**config.mk**
```make
export PLATFORM = sky130hd
export DESIGN_NAME = dm_store_queue
export DESIGN_NICKNAME = d
export VERILOG_FILES = /design/src/rtl/dm_store_queue.sv
export SDC_FILE = /design/constraint.sdc
export NUM_CORES = 1
export LEC_CHECK = 0
export ABC_CLOCK_PERIOD_IN_PS = 7200
export CORE_MARGIN = 5
export CORE_UTILIZATION = 51
export CTS_CLUSTER_DIAMETER = 150
export CTS_CLUSTER_SIZE = 8
export DETAILED_ROUTE_END_ITERATION = 12
export GPL_ROUTABILITY_DRIVEN = 0
export GPL_TIMING_DRIVEN = 0
export PLACE_DENSITY = 0.91
export SYNTH_ARGS = -nofsm -noshare
export SYNTH_HDL_FRONTEND = slang
export SYNTH_SLANG_ARGS = --single-unit
```
**constraint.sdc**
```tcl
create_clock -name clk -period 7.2 [get_ports clk]
set_clock_uncertainty 0.15 [all_clocks]
set_input_delay 1.44 -clock clk [delete_from_list [all_inputs] [get_ports clk]]
set_output_delay 1.44 -clock clk [all_outputs]
set_load 0.05 [all_outputs]
```
**src/rtl/dm_store_queue.sv**
```systemverilog
// Store queue: forms SB/SH/SW byte enables and lane data, buffers stores in a FIFO
// and drains them over a req/ack port. Optional misaligned-store exception: DM_STORE_ALIGN_EXC_EN.

`ifndef mips_SB
`define mips_SB 6'b101000
`endif
`ifndef mips_SH
`define mips_SH 6'b101001
`endif
`ifndef mips_SW
`define mips_SW 6'b101011
`endif

module dm_store_queue #(
    parameter int DEPTH = 2,
    parameter int AW    = 32
) (
    input  logic          clk,
    input  logic          reset_n,
    input  logic          st_valid,
    output logic          st_ready,
    input  logic [5:0]    st_op,
    input  logic [AW-1:0] st_addr,
    input  logic [31:0]   st_data,
    output logic          mem_req,
    input  logic          mem_ack,
    output logic [AW-1:0] mem_addr,
    output logic [3:0]    mem_be,
    output logic [31:0]   mem_wdata,
    output logic          empty,
    output logic          exc_ades,
    output logic [AW-1:0] exc_addr
);

    localparam int PW = $clog2(DEPTH);
    localparam int CW = PW + 1;

    logic [AW-1:0] addr_mem [DEPTH];
    logic [3:0]    be_mem   [DEPTH];
    logic [31:0]   data_mem [DEPTH];

    logic [PW-1:0] wr_ptr, rd_ptr;
    logic [CW-1:0] count;

    logic          is_store;
    logic          misaligned;
    logic [3:0]    be_in;
    logic [31:0]   data_in;
    logic          push, pop;

    always_comb begin
        be_in    = 4'b0000;
        data_in  = 32'h0;
        is_store = 1'b0;
        case (st_op)
            `mips_SB: begin
                is_store = 1'b1;
                be_in    = 4'b0001 << st_addr[1:0];
                data_in  = {4{st_data[7:0]}};
            end
            `mips_SH: begin
                is_store = 1'b1;
                be_in    = st_addr[1] ? 4'b1100 : 4'b0011;
                data_in  = {2{st_data[15:0]}};
            end
            `mips_SW: begin
                is_store = 1'b1;
                be_in    = 4'b1111;
                data_in  = st_data;
            end
            default: ;
        endcase
    end

`ifdef DM_STORE_ALIGN_EXC_EN
    assign misaligned = ((st_op == `mips_SH) && st_addr[0]) ||
                        ((st_op == `mips_SW) && (st_addr[1:0] != 2'b00));
`else
    assign misaligned = 1'b0;
`endif

    // Status is derived only from the registered count, never from st_* inputs.
    assign st_ready = (count != CW'(DEPTH));
    assign empty    = (count == '0);
    assign mem_req  = !empty;

    assign push = st_valid && st_ready && is_store && !misaligned;
    assign pop  = mem_req && mem_ack;

    always_ff @(posedge clk or negedge reset_n) begin
        if (!reset_n) begin
            wr_ptr <= '0;
            rd_ptr <= '0;
            count  <= '0;
        end else begin
            if (push) wr_ptr <= wr_ptr + PW'(1);
            if (pop)  rd_ptr <= rd_ptr + PW'(1);
            if (push && !pop)
                count <= count + CW'(1);
            else if (pop && !push)
                count <= count - CW'(1);
        end
    end

    always_ff @(posedge clk) begin
        if (push) begin
            addr_mem[wr_ptr] <= {st_addr[AW-1:2], 2'b00};
            be_mem[wr_ptr]   <= be_in;
            data_mem[wr_ptr] <= data_in;
        end
    end

    // Gate the head fields so an empty queue presents all-zero outputs.
    assign mem_addr  = mem_req ? addr_mem[rd_ptr] : '0;
    assign mem_be    = mem_req ? be_mem[rd_ptr]   : 4'b0000;
    assign mem_wdata = mem_req ? data_mem[rd_ptr] : 32'h0;

`ifdef DM_STORE_ALIGN_EXC_EN
    always_ff @(posedge clk or negedge reset_n) begin
        if (!reset_n) begin
            exc_ades <= 1'b0;
            exc_addr <= '0;
        end else begin
            exc_ades <= st_valid && st_ready && misaligned;
            if (st_valid && st_ready && misaligned)
                exc_addr <= st_addr;
        end
    end
`else
    assign exc_ades = 1'b0;
    assign exc_addr = '0;
`endif

endmodule

```
-- Word-level counts from Yosys, hierarchy flattened
Memories as Yosys holds them, arrays and structs flattened.
Cells that the tools add are included.
- reduce and logical (&&, ||, !) cells: 11
- multiplexer cells: 11
- equal/unequal tests: 4
- add/subtract/negate cells: 4
- shift-type cells: 1
- operator list (operator ; number):
    32-bit one-hot mux with 3 select lines ; 1
    32-bit two-way mux ; 2
    6-bit equality test (second input constant) ; 3
    4-bit one-hot mux with 3 select lines ; 1
    4-bit two-way mux ; 2
    1-bit logical AND ; 5
    2-bit two-way mux ; 2
    1-bit by 2-bit << shifter with 4-bit output (first input constant) ; 1
    1-bit zero test ; 3
    1-bit two-way mux ; 3
    3-bit OR reduction ; 1
    1-bit adder (second input constant) ; 2
    2-bit by 1-bit adder with 2-bit output (second input constant) ; 1
    2-bit zero test ; 1
    2-bit != test (second input constant) ; 1
    2-bit nonzero test ; 1
    2-bit by 1-bit subtractor with 2-bit output (second input constant) ; 1
- output and inout port bits: 104
- memories: 3
- bits in writable memories: 132
- register bits: 4
- logic and storage cells: 37
- input bits: 74
- memories (memory ; depth ; width ; read ports ; clocked after Yosys merged registers in ; write ports ; line ; text):
    data_mem ; 2 ; 32 ; 1 ; 0 ; 1 ; 40 ; logic [31:0] data_mem [DEPTH];
    addr_mem ; 2 ; 30 ; 1 ; 0 ; 1 ; 38 ; logic [AW-1:0] addr_mem [DEPTH];
    be_mem ; 2 ; 4 ; 1 ; 0 ; 1 ; 39 ; logic [3:0] be_mem [DEPTH];

-- Logic depth before layout (Yosys ltp)
- depth after elaboration: 8
- gate-level depth with buffers: 7
- mapped depth without buffers: 7

-- Least setup slack after synthesis
OpenSTA, ideal clock, no wires.
- path kind: input to register
- start point: in st_op[4]
- end point: mem addr_mem[0][0] in the netlist's numbering, enable pin
- setup time: 0.491 ns
- cell stages on the path: 3
- arrival time: 4.736 ns
- path buffers: 0
- data required time: 6.559 ns
- path slack: 1.823 ns
- cells stage by stage: and4bb_2 o2111ai_2 nor2_1
- cells in the longest elaborated chain, start to end: 6
- elaborated cells on any way between the ends: 8
- classes of those cells: eq/ne: 3; mux: 3; reduce/logical: 2
- ends and longest elaborated chain (element ; line ; text):
    start: declaration ; 22 ; input logic [5:0] st_op,
    6-bit equality test ; 55 ; case (st_op)
    3-bit OR reduction (no line) * ; -- ;
    1-bit two-way mux * ; 55 ;
    1-bit logical AND * ; 87 ; assign push = st_valid && st_ready && is_store && !misaligned;
    1-bit two-way mux * ; 106 ; if (push) begin
    1-bit two-way mux (implied by the code) * ; 107 ; addr_mem[wr_ptr] <= {st_addr[AW-1:2], 2'b00};
    end: declaration ; 38 ;
Mark *: on every way between the ends. The rest lies on a longest branch, timed or not.

-- Final worst setup path
- start point: reg count[0]
- end point: out mem_wdata[13]
- cells in the longest elaborated chain, start to end: 2
- ends and longest elaborated chain (element ; line ; text):
    start: declaration ; 43 ; logic [CW-1:0] count;
    start signal: assignment ; 99 ; count <= count + CW'(1);
    start signal: assignment ; 101 ; count <= count - CW'(1);
    2-bit zero test ; 84 ; assign empty = (count == '0);
    32-bit two-way mux ; 116 ; assign mem_wdata = mem_req ? data_mem[rd_ptr] : 32'h0;
    end: declaration ; 29 ; output logic [31:0] mem_wdata,
No other way between the ends.

==> out/results.txt <==
CP endpoint kind -> output pin
VDD IR max -> 343 µV
Fin. Hold Viols -> 0
antenna violations before repair -> 0
total chip power -> 3.42 mW
Critical Path Slowest Stage Cell -> clkdlybuf4s50_1
largest family of logic cells by synthesized area -> multiplexers
Routed Antenna Nets -> 0
final WL -> 14.4 mm
sequential cell area -> 0.00406 mm²
P&R area growth vs syn -> 40.5%
max incr delay on CP -> 840 ps
mux cell area share after synthesis -> 11.0%
worst hold path class -> flop to flop
CTS-repair resized insts -> 0
max cap viols -> 0
Filler cells -> 731
CTS tree -> yes
number of vias in the routed layout -> 4,132
layout cell share with drive strength beyond 1 -> 15.4%
critical path class -> flop to output pin
IO Pins -> 178
actual slew at the worst max-slew pin -> 763 ps
WL/cell -> 18.2 µm
Initial Util -> 52.3%
clk sink count -> 136
crit-path leading delay family -> buffers and inverters
commonest non-fill, non-tap cells in the layout -> 142 x clkdlybuf4s50_1, 132 x edfxtp_1, 81 x nor2_1
Final setup viols -> 0
Adder-Cell Fraction of Synth Area -> 0.208%
Slew headroom -> 49.0%
CTS Hold Buffers Added -> 0
Post-Synthesis Cells -> 439
EDFF count, synth -> 132
highest clock rate -> 250 MHz
Port-buffer cells -> 142
xor and xnor area share after synthesis -> 0.727%
DRC -> 0
Detailed Place HPWL -> 10.4 mm
Leakage Power -> 3.33 nW
period utilization -> 55.6%
Buf/Inv on CP -> 4
H-tree depth reported by CTS -> 4
full die area -> 0.0141 mm²
Worst setup SP type -> flop
drt first-iter violations -> 316
first-pass GRT wire length -> 22.5 mm
vias in the first global route -> 4,326
router iterations before antenna repair -> 5
ant diodes -> 0
largest net degree at the start of global routing -> 26
Chip Width -> 119 µm
CP arrival -> 2420 ps
Slew Limit Fails -> 0
compound-cell area share of the yosys netlist -> 3.99%
Synth Area in Simple Gates -> 9.24%
GRT Util Overall -> 20.6%
Nets -> 713
Synth Register Bits -> 136
Worst-Skew Late Latency -> 410 ps
clk root buf -> clkbuf_16
Async S/R FF share, synth -> 2.94%
RSZ-0062 raised after global routing -> no
area occupied by multi-input gates -> 0.00166 mm²
post-CTS setup buffer count -> 0
flop-to-flop setup slack -> 4850 ps
cell area after synthesis -> 0.00603 mm²
most common cell after layout, fill and taps aside -> clkdlybuf4s50_1
Clock transition at path regs -> 60 ps
number of buffers created by CTS -> 17
total grt overflow -> 0
Core Rows -> 39
clock tree buffer depth -> 2
Top FF cell, synth -> edfxtp_1
die height -> 119 µm
core area -> 0.0115 mm²
Yosys cell types -> 27
WP data required -> 5610 ps
setup_tns -> 0 ps
DR vias/cell -> 5.20
Syn Area/Cell -> 13.7 µm²
yosys warns -> 0
critical-path cell list -> or2_4, inv_2, buf_6, buf_4, nor2_1, clkdlybuf4s50_1
crit path time final -> 4010 ps
sequential share of the synthesized area -> 67.4%
Pwr Density -> 404 mW/mm²
outcome -> finished clean
CP Max Fanout -> 10
## layer usage
metal,global-route usage [%],share of wire [%],up-vias
li1,-,-,1903
met1,25.0,39,1988
met2,36.0,51,219
met3,6.06,8.2,22
met4,5.94,1.5,0
met5,0,0,-
## flip-flops by register name, indices dropped and copies added, names as in the netlist
register / flops
addr_mem: 60
be_mem: 8
rd_ptr: 1
data_mem: 64
count: 2
wr_ptr: 1
## worst paths after layout
path                                             end                  from  cells past startpoint
max in group asynchronous       count[0]$_DFFE_PN0P_               reset_n                      1
hold / removal                  count[1]$_DFFE_PN0P_  count[1]$_DFFE_PN0P_                      1
setup reg to reg           data_mem[1][31]$_DFFE_PP_  count[0]$_DFFE_PN0P_                      4
min in group asynchronous         wr_ptr$_DFFE_PN0P_               reset_n                      1
setup / recovery                       mem_wdata[13]  count[0]$_DFFE_PN0P_                      6
hold reg to reg                 count[1]$_DFFE_PN0P_  count[1]$_DFFE_PN0P_                      1
## logic make-up (layout without fill, tap and decap cells)
| group | after synthesis | count (layout) |
|---|---|---|
| and+or+nand+nor | 130 | 130 |
| DFF | 136 | 136 |
| xor gates and xnor gates | 5 | 5 |
| buffers and inverters | 63 | 241 |
| muxes | 66 | 66 |
| other | 1 | 35 |
| adders and majority gates | 1 | 1 |
| AOI/OAI and AO/OA | 37 | 37 |
## power by group
group	switching, mW	total (mW)	internal, mW
clock	0.331	0.875	0.545
combinational	1.08	1.64	0.560
sequential	0.0143	0.900	0.886
total	1.43	3.42	1.99
## metrics by stage
step	setup slack, ps	utilization [%]	cell area, µm²	hold WS, ps	cells
global placement	-22.4	67.3	7750	332	758
detailed placement	3160	68.3	7860	347	762
CTS	3190	73.5	8470	359	794
global route	3120	73.5	8470	375	794
floorplan	1820	-	6150	315	473
finish	3190	73.5	8470	359	794
## synth_stat cells (all sizes together), types with 3 or more instances
library cell / n / area (µm²)
edfxtp: 132 / 3960
nor2: 84 / 318
mux2i: 66 / 661
buf: 57 / 422
nand2: 25 / 93.8
a21oi: 17 / 85.1
a21o: 9 / 67.6
and2: 9 / 56.3
nand2b: 9 / 56.3
a22oi: 8 / 60.1
dfrtp: 4 / 100
inv: 4 / 15.0
xnor2: 3 / 26.3
## area by class of cell
class | instances | share of cell area [%]
plain buffers | 59 | 5.07
clock buffers | 17 | 5.03
clock inverters | 15 | 2.08
inverters | 4 | 0.177
multi-input cells | 274 | 19.6
flip-flops and latches | 136 | 48.0
well taps | 143 | 2.11
repair buffers | 146 | 17.9
Power figures use the tool's default switching activity.
